**src/rtl/dtcu_pkg.sv**
```systemverilog
// Shared DTCU definitions: display-target FSM states and SSD1306 protocol constants.
package dtcu_pkg;

    typedef enum logic [2:0] {
        ST_IDLE,
        ST_ADDR,
        ST_ADDR_ACK,
        ST_CTRL,
        ST_CTRL_ACK,
        ST_PAYLOAD,
        ST_PAYLOAD_ACK,
        ST_IGNORE
    } i2c_tgt_state_t;

    localparam logic [6:0]  SSD_ADDR  = 7'h3C;
    localparam logic [7:0]  CTRL_CMD  = 8'h00;
    localparam logic [7:0]  CTRL_DATA = 8'h40;
    localparam int unsigned CO_BIT    = 7;
    localparam int unsigned DC_BIT    = 6;

endpackage

```
**src/rtl/i2c_bus_sync.sv**
```systemverilog
// Synchronizes SCL/SDA into the clk domain and emits registered edge and START/STOP pulses.
module i2c_bus_sync #(
    parameter int unsigned SYNC_STAGES = 2
) (
    input  logic clk,
    input  logic rst_n,
    input  logic scl_i,
    input  logic sda_i,
    output logic sda_o,
    output logic scl_rise_o,
    output logic scl_fall_o,
    output logic start_det_o,
    output logic stop_det_o
);

    logic [SYNC_STAGES-1:0] scl_sync_q;
    logic [SYNC_STAGES-1:0] sda_sync_q;
    logic                   scl_prev_q;
    logic                   sda_prev_q;
    logic                   scl_s;
    logic                   sda_s;

    assign scl_s = scl_sync_q[SYNC_STAGES-1];
    assign sda_s = sda_sync_q[SYNC_STAGES-1];

    // sda_o is registered alongside the pulses so a data bit lines up with its scl_rise_o.
    always_ff @(posedge clk or negedge rst_n) begin
        if (!rst_n) begin
            scl_sync_q  <= '1;
            sda_sync_q  <= '1;
            scl_prev_q  <= 1'b1;
            sda_prev_q  <= 1'b1;
            sda_o       <= 1'b1;
            scl_rise_o  <= 1'b0;
            scl_fall_o  <= 1'b0;
            start_det_o <= 1'b0;
            stop_det_o  <= 1'b0;
        end else begin
            scl_sync_q  <= {scl_sync_q[SYNC_STAGES-2:0], scl_i};
            sda_sync_q  <= {sda_sync_q[SYNC_STAGES-2:0], sda_i};
            scl_prev_q  <= scl_s;
            sda_prev_q  <= sda_s;
            sda_o       <= sda_s;
            scl_rise_o  <= scl_s & ~scl_prev_q;
            scl_fall_o  <= ~scl_s & scl_prev_q;
            start_det_o <= scl_s & scl_prev_q & sda_prev_q & ~sda_s;
            stop_det_o  <= scl_s & scl_prev_q & ~sda_prev_q & sda_s;
        end
    end

endmodule

```
**src/rtl/i2c_display_target.sv**
```systemverilog
// SSD1306-style I2C target: decodes address/control/payload bytes, ACKs, and drives
// frame-buffer write and command strobes.
module i2c_display_target
    import dtcu_pkg::*;
#(
    parameter logic [6:0]  DEV_ADDR    = SSD_ADDR,
    parameter int unsigned FB_ADDR_W   = 10,
    parameter int unsigned SYNC_STAGES = 2
) (
    input  logic                 clk,
    input  logic                 reset,
    input  logic                 SCL,
    input  logic                 SDA_IN,
    output logic                 SDA_OUT,
    output logic                 busy,
    output logic                 wr_en,
    output logic [FB_ADDR_W-1:0] wr_addr,
    output logic [7:0]           wr_data,
    output logic                 cmd_valid,
    output logic [7:0]           cmd_byte,
    output logic                 frame_done,
    output logic                 addr_nack
);

    logic sda_s, scl_rise, scl_fall, start_det, stop_det;

    i2c_bus_sync #(.SYNC_STAGES(SYNC_STAGES)) u_sync (
        .clk        (clk),
        .rst_n      (reset),
        .scl_i      (SCL),
        .sda_i      (SDA_IN),
        .sda_o      (sda_s),
        .scl_rise_o (scl_rise),
        .scl_fall_o (scl_fall),
        .start_det_o(start_det),
        .stop_det_o (stop_det)
    );

    i2c_tgt_state_t       state_q, ack_next_c;
    logic [2:0]           bit_cnt_q;
    logic [6:0]           shift_q;
    logic [7:0]           byte_d;
    logic                 co_q, dc_q;
    logic                 sda_out_q, busy_q, wr_en_q, cmd_valid_q, frame_done_q, addr_nack_q;
    logic [FB_ADDR_W-1:0] wr_addr_q;
    logic [7:0]           wr_data_q, cmd_byte_q;

    assign byte_d = {shift_q, sda_s};

    always_comb begin
        ack_next_c = ST_IDLE;
        case (state_q)
            ST_ADDR_ACK:    ack_next_c = ST_CTRL;
            ST_CTRL_ACK:    ack_next_c = ST_PAYLOAD;
            ST_PAYLOAD_ACK: ack_next_c = co_q ? ST_CTRL : ST_PAYLOAD;
            default:        ack_next_c = ST_IDLE;
        endcase
    end

    // STOP/START override everything, which also drops any partial byte and any ACK drive.
    always_ff @(posedge clk or negedge reset) begin
        if (!reset) begin
            state_q      <= ST_IDLE;
            bit_cnt_q    <= 3'd0;
            shift_q      <= 7'd0;
            co_q         <= 1'b0;
            dc_q         <= 1'b0;
            sda_out_q    <= 1'b1;
            busy_q       <= 1'b0;
            wr_en_q      <= 1'b0;
            wr_addr_q    <= '0;
            wr_data_q    <= 8'd0;
            cmd_valid_q  <= 1'b0;
            cmd_byte_q   <= 8'd0;
            frame_done_q <= 1'b0;
            addr_nack_q  <= 1'b0;
        end else begin
            wr_en_q      <= 1'b0;
            cmd_valid_q  <= 1'b0;
            frame_done_q <= 1'b0;
            addr_nack_q  <= 1'b0;
            if (wr_en_q) begin
                wr_addr_q    <= wr_addr_q + FB_ADDR_W'(1);
                frame_done_q <= &wr_addr_q;
            end
            if (stop_det) begin
                state_q   <= ST_IDLE;
                busy_q    <= 1'b0;
                sda_out_q <= 1'b1;
                bit_cnt_q <= 3'd0;
            end else if (start_det) begin
                state_q   <= ST_ADDR;
                busy_q    <= 1'b0;
                sda_out_q <= 1'b1;
                bit_cnt_q <= 3'd0;
            end else begin
                case (state_q)
                    ST_ADDR, ST_CTRL, ST_PAYLOAD: begin
                        if (scl_rise) begin
                            shift_q   <= byte_d[6:0];
                            bit_cnt_q <= bit_cnt_q + 3'd1;
                            if (bit_cnt_q == 3'd7) begin
                                if (state_q == ST_ADDR) begin
                                    if (byte_d[7:1] == DEV_ADDR && !byte_d[0]) begin
                                        busy_q  <= 1'b1;
                                        state_q <= ST_ADDR_ACK;
                                    end else begin
                                        addr_nack_q <= 1'b1;
                                        state_q     <= ST_IGNORE;
                                    end
                                end else if (state_q == ST_CTRL) begin
                                    co_q    <= byte_d[CO_BIT];
                                    dc_q    <= byte_d[DC_BIT];
                                    state_q <= ST_CTRL_ACK;
                                end else begin
                                    if (dc_q) begin
                                        wr_en_q   <= 1'b1;
                                        wr_data_q <= byte_d;
                                    end else begin
                                        cmd_valid_q <= 1'b1;
                                        cmd_byte_q  <= byte_d;
                                    end
                                    state_q <= ST_PAYLOAD_ACK;
                                end
                            end
                        end
                    end
                    // First SCL fall pulls SDA low, the next one (end of 9th clock) releases it.
                    ST_ADDR_ACK, ST_CTRL_ACK, ST_PAYLOAD_ACK: begin
                        if (scl_fall) begin
                            if (sda_out_q) begin
                                sda_out_q <= 1'b0;
                            end else begin
                                sda_out_q <= 1'b1;
                                state_q   <= ack_next_c;
                            end
                        end
                    end
                    default: begin
                    end
                endcase
            end
        end
    end

    assign SDA_OUT    = sda_out_q;
    assign busy       = busy_q;
    assign wr_en      = wr_en_q;
    assign wr_addr    = wr_addr_q;
    assign wr_data    = wr_data_q;
    assign cmd_valid  = cmd_valid_q;
    assign cmd_byte   = cmd_byte_q;
    assign frame_done = frame_done_q;
    assign addr_nack  = addr_nack_q;

endmodule

```
**config.mk**
```make
export PLATFORM = sky130hd
export DESIGN_NAME = i2c_display_target
export DESIGN_NICKNAME = d
export VERILOG_FILES = /design/src/rtl/dtcu_pkg.sv /design/src/rtl/i2c_bus_sync.sv /design/src/rtl/i2c_display_target.sv
export SDC_FILE = /design/constraint.sdc
export NUM_CORES = 1
export LEC_CHECK = 0
export BUFFER_PORTS_ARGS = -buffer_cell sky130_fd_sc_hd__buf_2
export CORE_ASPECT_RATIO = 1.25
export CORE_MARGIN = 8
export CORE_UTILIZATION = 60
export DETAILED_ROUTE_END_ITERATION = 8
export PLACE_DENSITY = 0.95
export SYNTH_ARGS = -nofsm -noshare
export SYNTH_HDL_FRONTEND = slang
export SYNTH_SLANG_ARGS = --single-unit
export TNS_END_PERCENT = 10
```
**constraint.sdc**
```tcl
create_clock -name clk -period 4.3 [get_ports clk]
set_input_delay 0.645 -clock clk [delete_from_list [all_inputs] [get_ports clk]]
set_output_delay 0.645 -clock clk [all_outputs]
set_load 0.01 [all_outputs]
```
==> results of run 1 <==
power groups by stage:
stage | clock network (W) | logic [W] | registers, W
4_1_cts | 0.000489 | 0.000116 | 0.000650
6_report | 0.000483 | 0.000114 | 0.000651
3_3_place_gp | 0 | 0.000105 | 0.000652
3_5_place_dp | 0 | 0.000115 | 0.000660
5_1_grt | 0.000520 | 0.000128 | 0.000662
2_1_floorplan | 0 | 0.0000862 | 0.000637
metrics by stage:
step / cell area, µm² / power (W) / utilization, % / hold WS [ns]
after global routing: 2740 / 0.00131 / 73.0 / 0.362
after CTS: 2740 / 0.00126 / 73.0 / 0.356
final: 2740 / 0.00125 / 73.0 / 0.355
after detailed placement: 2550 / 0.000775 / 67.9 / 0.347
after global placement: 2550 / 0.000757 / 67.9 / 0.346
after floorplan: 2340 / 0.000724 / - / 0.345
final timing paths:
path / startpoint / to / slack, ns / depth (start not counted)
worst max-delay path: bit_cnt_q[0]$_DFFE_PN0P_ / wr_data[0]$_DFFE_PN0P_ / 2.19 / 6
worst min-delay path: u_sync.scl_sync_q[0]$_DFF_PN1_ / u_sync.scl_sync_q[1]$_DFF_PN1_ / 0.35 / 0
worst max register to register: bit_cnt_q[0]$_DFFE_PN0P_ / wr_data[0]$_DFFE_PN0P_ / 2.19 / 6
worst min register to register: u_sync.scl_sync_q[0]$_DFF_PN1_ / u_sync.scl_sync_q[1]$_DFF_PN1_ / 0.35 / 0
max in group asynchronous: reset / wr_addr[1]$_DFFE_PN0P_ / 3.42 / 2
min in group asynchronous: reset / shift_q[6]$_DFFE_PN0P_ / 0.44 / 2
logic make-up after synthesis:
kind of cell,share of synthesized area [%]
AOI/OAI and AO/OA,2.99
xor gates and xnor gates,3.74
adders and majority gates,1.60
buffers and inverters,1.60
DFF,61.2
muxes,15.9
and+or+nand+nor,13.0
state kept, by name, indices dropped and copies added, names as in the netlist, 2 cells and up:
signal / count
state_q: 3
wr_data: 8
bit_cnt_q: 3
u_sync.sda_sync_q: 2
cmd_byte: 8
wr_addr: 10
shift_q: 7
u_sync.scl_sync_q: 2
per-layer routing:
layer	global-route usage [%]	vias to the layer above	wire length, µm
met5	0	-	0
met4	6.70	0	76
met3	7.70	9	330
met2	24.8	51	2140
met1	18.2	707	1870
li1	-	664	-
cell type report:
class,count,area (µm²)
repair buffers,36,183
well taps,40,50.0
clock buffers,13,149
fillers,241,1010
flip-flops and latches,57,1440
inverters,2,7.51
clock inverters,3,42.5
multi-input cells,100,872
worst max-delay path: stages, from the launching register on:
cell and delay (ns):
dfrtp_1 0.38, ha_1 0.16, ha_1 0.17, and3_4 0.21, nand3_4 0.08, or3b_1 0.62
mux2_4 0.39
cell usage in the layout (no fill, tap or decap), types with 2 or more instances in the layout:
master,instances
and3_1,2
nor4bb_1,2
inv_1,2
nor3b_1,2
nand2_1,7
mux2_2,10
ha_1,3
nand4_1,3
a21oi_1,4
dfstp_2,7
xnor2_1,6
mux2i_1,2
mux2_4,16
xor2_1,4
clkbuf_1,3
buf_2,35
o32ai_1,2
nor2_1,10
dfrtp_1,50
nand3_1,7
nor2b_1,3
clkbuf_8,10
==> impl_metrics.yaml, run 1 <==
status:
  status: "finished, final reports clean"
routing:
  dr.pass1.iters: 4
  antenna_left: 0
  avgViaCountPerCell: 5.70
  vias: 1431
  wl_per_cell_um: 17.6
  drt_iter0_drc: 112
  routed_wl_mm: 4.42
  route.detailed.drc: 0
pwr:
  vdd_drop_max_mv: 0.360
  seqPwrFrac_pct: 52.2
  swShare_pct: 25.2
  combPwrFrac_pct: 9.1
  leakage_nw: 1.43
  power_density_nw_per_um2: 456
  internal_power_w: 0.000933
  power.clock.fraction_pct: 38.7
  p_sw_w: 0.000315
timing:
  relSlewSlack_pct: 54.8
  tns_ns: 0
  period_share_pct: 49.1
  setup_viol: 0
  fmax_mhz: 473
  fin_ws_ns: 2.19
  tightest_slew_ns: 0.677
  maxSlewViolCount: 0
  period_needed_ns: 2.11
  final-hold-violation-count: 0
  rsz0062_at_grt: "false"
  fin_worst_skew_ns: 0.0107
run:
  drv_cap: 0
yosys:
  yosys-top-cells-area: "dfrtp_1, mux2_4, dfstp_2, mux2_2, xnor2_1"
  synth_most_common_cell: "dfrtp_1"
  yosys.area.top_type_share_pct: 53.4
  synth_seq_cells: 57
  ys_types: 39
  synth-warning-count: 0
  synthTopCellsByCount: "dfrtp_1, mux2_4, mux2_2, nor2_1"
  async_flop_share_pct: 100
  synth_ff_type: "dfrtp_1"
  ys_seq_area_share_pct: 61.2
  syn_nets: 170
  syn_avg_cell_area_um2: 14.4
  netlist_instances: 163
  yosys.area.top_type: "dfrtp_1"
  synth_enable_flop_cells: 0
  netlist_area_um2: 2340
floorplanning:
  initial_utilization_pct: 62.5
  die_width_um: 71.9
  chipHeight_um: 85.9
  ios: 36
  num_rows: 25
  core_um2: 3750
  die_area_um2: 6180
grt:
  grt_overflow: 0
  grt_first_pass_wirelength_mm: 7.40
  grt_max_degree: 58
  grt_usage_pct: 15.9
  antenna_found_initial: 0
  first_global_vias: 1515
clocking:
  cts_setup_buffers: 0
  root_buffer: "clkbuf_8"
  cts_num_sinks: 57
  cts_tree: "done"
  cts-htree-levels: 3
  cts_resized: 0
  numCtsBuffers: 9
  clk_pin_slew_ns: 0.07
  ctsHoldBuffers: 0
  clock_path_buffers: 2
  clock_latency_ns: 0.34
placed_design:
  port_buffers: 35
  post-dp-hpwl_mm: 2.96
  pre_cts_slack_ns: 2.20
  dp_cells: 235
  gp_congestion: 0.832
worst_setup_path:
  worstSetupStartpointType: "flip-flop"
  crit_arrival_ns: 2.34
  worst_ep_required_time_ns: 4.53
  path_max_fanout: 9
  worstSetupPathType: "flip-flop to flip-flop"
  critPathCaptureType: "flip-flop"
cells_and_area:
  syn_to_final_growth_pct: 16.8
  drive_gt1_share_pct: 41.7
  diodes: 0
  fin_nets: 213
  stdcell_count: 251
hold_path:
  hold_class: "flip-flop to flip-flop"
(Power assumes the default switching activity.)
==> inputs of run 2 (changes only) <==
--- a/config.mk
+++ b/config.mk
@@ -8,9 +8,9 @@
 export BUFFER_PORTS_ARGS = -buffer_cell sky130_fd_sc_hd__buf_2
 export CORE_ASPECT_RATIO = 1.25
 export CORE_MARGIN = 8
-export CORE_UTILIZATION = 60
+export CORE_UTILIZATION = 50
 export DETAILED_ROUTE_END_ITERATION = 8
-export PLACE_DENSITY = 0.95
+export PLACE_DENSITY = 0.86
 export SYNTH_ARGS = -nofsm -noshare
 export SYNTH_HDL_FRONTEND = slang
 export SYNTH_SLANG_ARGS = --single-unit
==> constraint.sdc (replaced) <==
create_clock -name clk -period 1.69 [get_ports clk]
set_input_delay 0.2535 -clock clk [delete_from_list [all_inputs] [get_ports clk]]
set_output_delay 0.2535 -clock clk [all_outputs]
set_load 0.01 [all_outputs]
==> impl_metrics.yaml, run 2 (synthesized netlist as in run 1, its figures left out) <==
timing:
  maxSlewViolCount: 0
  fin_ws_ns: -0.233
  period_share_pct: 114
  fmax_mhz: 520
  relSlewSlack_pct: 70.0
  rsz0062_at_grt: "true"
  final-hold-violation-count: 0
  period_needed_ns: 1.92
  tightest_slew_ns: 0.444
  fin_worst_skew_ns: 0.00677
  hold_ws_ns: 0.0273
  setup_viol: 17
grt:
  first_global_vias: 1621
  grt_usage_pct: 13.5
  antenna_found_initial: 0
  grt_overflow: 0
  grt_max_degree: 24
  grt_first_pass_wirelength_mm: 7.62
placed_design:
  port_buffers: 35
  pre_cts_slack_ns: -0.213
  dp_cells: 270
  post-dp-hpwl_mm: 3.22
  gp_congestion: 0.814
floorplanning:
  initial_utilization_pct: 50.7
  ios: 36
  chipHeight_um: 92.6
  num_rows: 28
  core_um2: 4620
  die_area_um2: 7150
  die_width_um: 77.3
routing:
  dr_wl_met2_mm: 2.34
  routed-wl-met3_um: 264
  vias: 1513
  wl_per_cell_um: 15.6
  routed_wl_mm: 4.55
  avgViaCountPerCell: 5.18
  antenna_left: 0
  drt_iter0_drc: 122
  maxUsedRoutingLayer: "met4"
  route.detailed.drc: 0
  dr.pass1.iters: 4
  drt-met1-wl_mm: 1.83
clocking:
  clk_pin_slew_ns: 0.06
  cts_tree: "done"
  cts-htree-levels: 3
  root_buffer: "clkbuf_8"
  cts_num_sinks: 57
  clock_path_buffers: 2
  numCtsBuffers: 9
  clock_latency_ns: 0.33
cells_and_area:
  syn_to_final_growth_pct: 29.9
  largest_reg_flops: 10
  diodes: 0
  drive_gt1_share_pct: 48.7
  layout_commonest_cell: "dfrtp_1"
  fill_cells: 353
  stdcell_count: 292
  final_cell_mix: "dfrtp_1, buf_2, mux2_4, buf_4, clkbuf_8"
  fin_nets: 234
  utilization_pct: 65.9
worst_setup_path:
  crit_arrival_ns: 2.13
  path_max_fanout: 4
  critPathCaptureType: "flip-flop"
  worst_ep_required_time_ns: 1.90
  worstSetupStartpointType: "flip-flop"
  worstSetupPathType: "flip-flop to flip-flop"
pwr:
  vdd_drop_max_mv: 0.643
  leakage_nw: 1.58
  power_density_nw_per_um2: 1210
status:
  violations: "setup timing"
  status: "finished, violations left"
run:
  drv_cap: 0
hold_path:
  hold_class: "input port to flip-flop"
==> run 2: cell count changes in the layout (fill, tap and decap cells not counted), moves of 2 or more <==
cell / previous run / this run
buf_12: 0 / 2
buf_4: 1 / 17
bufinv_16: 1 / 3
clkbuf_1: 3 / 1
dlygate4sd3_1: 0 / 2
ha_1: 3 / 1
==> run 2: cell type report <==
cell class                      count  area [µm²]  share of cell area (%)
Timing Repair Buffer               57         374                    12.3
Inverter                            2        7.51                   0.246
Tap cell                           60        75.1                    2.46
Sequential cell                    57        1440                    47.1
Clock buffer                       12         155                    5.09
Clock inverter                      4        98.8                    3.24
Multi-Input combinational cell    100         901                    29.6
==> run 2: metrics by stage <==
step | instance area (µm²) | setup TNS, ns | power [W]
6_report | 3050 | -2.89 | 0.00367
3_3_place_gp | 2710 | -1.97 | 0.00201
3_5_place_dp | 2710 | -2.97 | 0.00205
5_1_grt | 3050 | -3.91 | 0.00385
2_1_floorplan | 2340 | -2.05 | 0.00184
4_1_cts | 2990 | -2.39 | 0.00366
==> run 2: final timing paths <==
check	cells past startpoint	endpoint	slack (ns)	start
min	1	u_sync.scl_sync_q[0]$_DFF_PN1_	0.03	SCL
max in group asynchronous	3	cmd_byte[0]$_DFFE_PN0P_	0.71	reset
min in group asynchronous	2	frame_done$_DFF_PN0_	0.41	reset
max reg2reg	7	wr_data[6]$_DFFE_PN0P_	-0.23	bit_cnt_q[0]$_DFFE_PN0P_
max	7	wr_data[6]$_DFFE_PN0P_	-0.23	bit_cnt_q[0]$_DFFE_PN0P_
min reg2reg	0	u_sync.scl_sync_q[1]$_DFF_PN1_	0.36	u_sync.scl_sync_q[0]$_DFF_PN1_
==> run 2: metal layers <==
| layer | vias to the layer above | GRT usage (%) |
|---|---|---|
| li1 | 701 | - |
| met1 | 746 | 14.9 |
| met5 | - | 0 |
| met4 | 0 | 10.3 |
| met3 | 11 | 5.14 |
| met2 | 55 | 20.8 |
==> run 2: critical path: stages, from the launching register on <==
cell     delay [ns]
dfrtp_1        0.37
ha_2           0.20
ha_4           0.13
and3_4         0.20
nand3_4        0.06
or3b_4         0.39
buf_4          0.17
mux2_4         0.29
==> run 2: repair_timing <==
action	CTS	global route
setup endpoints to repair	18	20
endpoints found under the hold margin	12	1
gates resized for setup	2	6
hold buffers	1	1
pin swaps	1	0
buffers inserted	1	2
gates cloned	0	1
==> run 2: report_power, final <==
part           switching [W]  total (W)  internal, W
registers           0.000125    0.00163      0.00150
logic               0.000203   0.000468     0.000265
clock network       0.000514    0.00158      0.00106
total               0.000842    0.00367      0.00283
